==> config.mk <==
export PLATFORM = sky130hd
export DESIGN_NAME = booth_seq_mul
export DESIGN_NICKNAME = d
export VERILOG_FILES = /design/src/rtl/booth_seq_mul.sv
export SDC_FILE = /design/constraint.sdc
export NUM_CORES = 1
export LEC_CHECK = 0
export CAP_MARGIN = 20
export CORE_MARGIN = 2
export CORE_UTILIZATION = 50
export CTS_BUF_LIST = sky130_fd_sc_hd__clkbuf_2
export DETAILED_ROUTE_END_ITERATION = 16
export GPL_TIMING_DRIVEN = 0
export MAX_ROUTING_LAYER = met4
export PLACE_DENSITY = 0.73
export SKIP_LAST_GASP = 1
export SLEW_MARGIN = 20
export SYNTH_ARGS = -nofsm -noshare
export SYNTH_HDL_FRONTEND = slang
export SYNTH_SLANG_ARGS = --single-unit
==> constraint.sdc <==
create_clock -name clk_i -period 5.8 [get_ports clk_i]
set_input_delay 1.16 -clock clk_i [delete_from_list [all_inputs] [get_ports clk_i]]
set_output_delay 1.16 -clock clk_i [all_outputs]
set_load 0.03 [all_outputs]
==> src/rtl/booth_seq_mul.sv <==
// booth_seq_mul: sequential signed radix-2 Booth multiplier with a start/done handshake
module booth_seq_mul #(
  parameter int DATA_SIZE = 8
) (
  input  logic                     clk_i,
  input  logic                     rst_i,
  input  logic                     start_i,
  input  logic [DATA_SIZE-1:0]     A_i,
  input  logic [DATA_SIZE-1:0]     B_i,
  output logic                     busy_o,
  output logic                     done_o,
  output logic [2*DATA_SIZE-1:0]   P_o
);
  localparam int CW = $clog2(DATA_SIZE) + 1;
  typedef enum logic [1:0] {IDLE, CALC, DONE} state_t;
  state_t                r_state, w_next;
  logic [DATA_SIZE:0]    r_m, r_acc, w_sum;
  logic [DATA_SIZE-1:0]  r_q;
  logic                  r_q1, r_busy, r_done, w_load, w_last;
  logic [CW-1:0]         r_cnt;
  logic [2*DATA_SIZE-1:0] r_p;
  always_comb begin
    w_sum  = ({r_q[0], r_q1} == 2'b01) ? r_acc + r_m :
             ({r_q[0], r_q1} == 2'b10) ? r_acc - r_m : r_acc;
    w_last = r_cnt == CW'(DATA_SIZE - 1);
    w_load = start_i && (r_state != CALC);
    w_next = (r_state == CALC) ? (w_last ? DONE : CALC) : (start_i ? CALC : IDLE);
  end
  // ACC is one bit wider than the operands so ACC-M cannot overflow for A = -2^(N-1)
  always_ff @(posedge clk_i or posedge rst_i) begin
    if (rst_i) begin
      r_state <= IDLE;
      r_m     <= '0;
      r_acc   <= '0;
      r_q     <= '0;
      r_q1    <= 1'b0;
      r_cnt   <= '0;
      r_p     <= '0;
      r_busy  <= 1'b0;
      r_done  <= 1'b0;
    end else begin
      r_state <= w_next;
      r_busy  <= w_next == CALC;
      r_done  <= w_next == DONE;
      if (w_load) begin
        r_m   <= {A_i[DATA_SIZE-1], A_i};
        r_acc <= '0;
        r_q   <= B_i;
        r_q1  <= 1'b0;
        r_cnt <= '0;
      end else if (r_state == CALC) begin
        r_acc <= {w_sum[DATA_SIZE], w_sum[DATA_SIZE:1]};
        r_q   <= {w_sum[0], r_q[DATA_SIZE-1:1]};
        r_q1  <= r_q[0];
        r_cnt <= r_cnt + 1'b1;
        if (w_last) r_p <= {w_sum, r_q[DATA_SIZE-1:1]};
      end
    end
  end
  assign busy_o = r_busy;
  assign done_o = r_done;
  assign P_o    = r_p;
endmodule
==> run summary <==
Critical Path AT: 1.53 ns
Top delay family on crit path: buffers and inverters
drt pass-1 iters: 4
fin crit period: 2.69 ns
starting density of the core: 0.515
DIE AREA: 0.00625 mm2
Fmax: 0.372 GHz
Worst setup SP type: flop
Root Buffer Master: clkbuf_2
Hold WC Path Type: flop to flop
endpoint class of the critical path: primary output
Final Util: 0.622
layout cells sized above 1: 0.134
worst hold margin: 0.545 ns
DP Wirelength: 4.67 mm
kind of critical path: flop to primary output
wirelength, routed: 6.20 mm
via count: 2,239
Critical-path top delay cell: clkdlybuf4s50_1
nets@finish: 372
FFs w/ async S/R, synth: 1.00
Max-slew headroom: 0.533
Syn. warnings: 0
Clk Latency, worst-skew pair: 0.44 ns
num rows: 27
ant diodes: 0
CP max FO: 2
Flop pwr share: 0.269
area of the mapped netlist: 0.00282 mm2
Resize count post-CTS: 0
pre-CTS setup slack: 3.01 ns
crit path cell chain: clkdlybuf4s50_1
initial antenna violation count: 0
PD cells: 690 mW/mm2
static leakage: 1.52 nW
Vias/cell: 5.50
top post-synthesis cells by area: dfrtp_1, mux2_2, ha_1
switching portion of total power: 0.456
Core Box Area: 0.00547 mm2
Fin. Hold Viols: 0
Setup Buffers After CTS: 0
cts hold-fix bufs: 0
wire per inst: 15.2 um
R2R cell count: 9
hold depth: 1
Crit. path cell count: 1
Internal: 1.28 mW
RSZ-0062 raised after global routing: no
Avg Inst Size Synth: 9.72 um2
first-pass GRT wire length: 10.3 mm
Post-Synthesis Cells: 290
measured slew at the worst slew-check pin: 0.701 ns
sequential area share after synthesis: 0.426
Peak VDD IR: 0.000312 V
setup violators final: 0
Top Ports: 37
Final WS setup: 3.11 ns
Post-route DRC: 0
Yosys top cell area share: 0.426
Final Wtd Congestion: 0.851
largest net degree at the start of global routing: 27
synthesis-stage register bit count: 48
Syn Nets: 328
Die H: 79.1 um
fin crit share: 0.464
TritonCTS clock tree: done
Die W: 79.1 um
worst path required time: 4.64 ns
Yosys top cell by area: dfrtp_1
Comb pwr share: 0.615
vias in the first global route: 2,103
area grow syn2layout: 20.8%
max-slew violations: 0
H-Tree Depth: 2
post-route ant nets: 0
Main synth FF type: dfrtp_1
Unique masters post-synth: 45
CTS clock-pin slew for the worst setup and hold paths: 0.27 ns
Clk pwr share: 0.116
All-Layer GR Usage: 0.216
WP buf/inv: 1
CTS Buf Count: 5
Max Cap Viol: 0
CTS Sinks: 48
gr ovfl total: 0
Post-synth EDFFs: 0
Net Switching: 1.07 mW
IO Port Bufs: 36
status: finished, final reports clean
Clock Path Buffers: 2
clock skew: 0.0257 ns
Initial DRC Count: 140
setup TNS: 0 ns
crit-path max cell delay: 0.67 ns
-- cell usage after synthesis (all sizes together) (3+ instances only) --
| library cell | count |
|---|---|
| nor2b | 7 |
| nand3 | 8 |
| nor3 | 5 |
| a21o | 3 |
| o21ai | 22 |
| buf | 9 |
| ha | 17 |
| mux2i | 11 |
| nor2 | 26 |
| xor2 | 5 |
| nand2 | 25 |
| dfrtp | 48 |
| inv | 18 |
| nor4 | 3 |
| mux2 | 19 |
| a21oi | 17 |
| o31ai | 3 |
| a211oi | 6 |
| clkbuf | 7 |
| a221oi | 3 |
| nand2b | 4 |
-- layer usage --
metal / up-vias / track usage / routed length [um]
met3: 9 / 0.0341 / 206
met5: - / - / 0
li1: 1102 / - / -
met2: 41 / 0.347 / 3040
met4: 0 / 0.0552 / 57
met1: 1087 / 0.289 / 2890
-- registers in the layout, indices dropped and copies added, names as in the netlist, 4 cells and up --
name	count
P_o	16
r_m	8
r_acc	8
r_cnt	4
r_q	8
-- placed cells by master, fill, tap and decap left out, drive strengths merged, types with 4 or more instances in the layout --
cell	instances
nor2b	7
o21ai	22
nor2	26
mux2	19
xor2	5
dfrtp	48
nor3	5
buf	10
mux2i	11
clkdlybuf4s50	36
inv	18
a21oi	17
ha	17
nand2	25
a211oi	6
clkbuf	12
nand3	8
nand2b	4
-- logic make-up (layout without fill, tap and decap cells) --
group                    count (synthesis)  after routing  share of synthesized area
AND/OR/NAND/NOR                         84             84                      0.139
AO/OA/AOI/OAI                           68             68                      0.158
flip-flops                              48             48                      0.426
buffers and inverters                   34             79                     0.0506
multiplexers                            30             30                      0.115
adder cells (fa/ha/maj)                 19             19                     0.0897
XOR/XNOR                                 7              7                     0.0217
-- worst paths after layout --
| kind | start | to | slack, ns |
|---|---|---|---|
| max reg2reg | r_acc[0]$_DFFE_PP0P_ | P_o[13]$_DFFE_PP0P_ | 3.38 |
| min reg2reg | P_o[6]$_DFFE_PP0P_ | P_o[6]$_DFFE_PP0P_ | 0.54 |
| max in group asynchronous | rst_i | r_q[6]$_DFFE_PP0P_ | 4.24 |
| min in group asynchronous | rst_i | r_acc[4]$_DFFE_PP0P_ | 1.03 |
| max | P_o[11]$_DFFE_PP0P_ | P_o[11] | 3.11 |
| min | P_o[6]$_DFFE_PP0P_ | P_o[6]$_DFFE_PP0P_ | 0.54 |
-- worst register-to-register path, cell delays in order, from the launching register on --
cell and delay, ns:
dfrtp_1 0.46, ha_1 0.18, inv_1 0.06, fa_1 0.42, o21ba_2 0.24, nor4_1 0.25
a211oi_2 0.11, xnor2_1 0.16, a221oi_2 0.29, mux2_2 0.20
-- metrics by stage --
stage	cell area (um2)	cells	total power, mW
global placement	3270	398	2.04
detailed placement	3290	399	2.08
floorplan	2820	290	1.68
global route	3400	407	2.55
finish	3400	407	2.35
CTS	3400	407	2.36
-- cell type report --
| cell class | count | area, um2 |
|---|---|---|
| flip-flops and latches | 48 | 1200 |
| plain buffers | 16 | 75.1 |
| fillers | 464 | 2070 |
| inverters | 18 | 67.6 |
| repair buffers | 37 | 380 |
| multi-input cells | 208 | 1480 |
| well taps | 72 | 90.1 |
| clock buffers | 5 | 25.0 |
| clock inverters | 3 | 90.1 |
-- power groups by stage --
stage / clock network [mW] / logic [mW] / registers (mW)
floorplan: 0 / 0.963 / 0.722
CTS: 0.278 / 1.45 / 0.632
detailed placement: 0 / 1.44 / 0.641
global placement: 0 / 1.41 / 0.633
finish: 0.273 / 1.45 / 0.631
global route: 0.290 / 1.60 / 0.655
(Power assumes the default switching activity.)
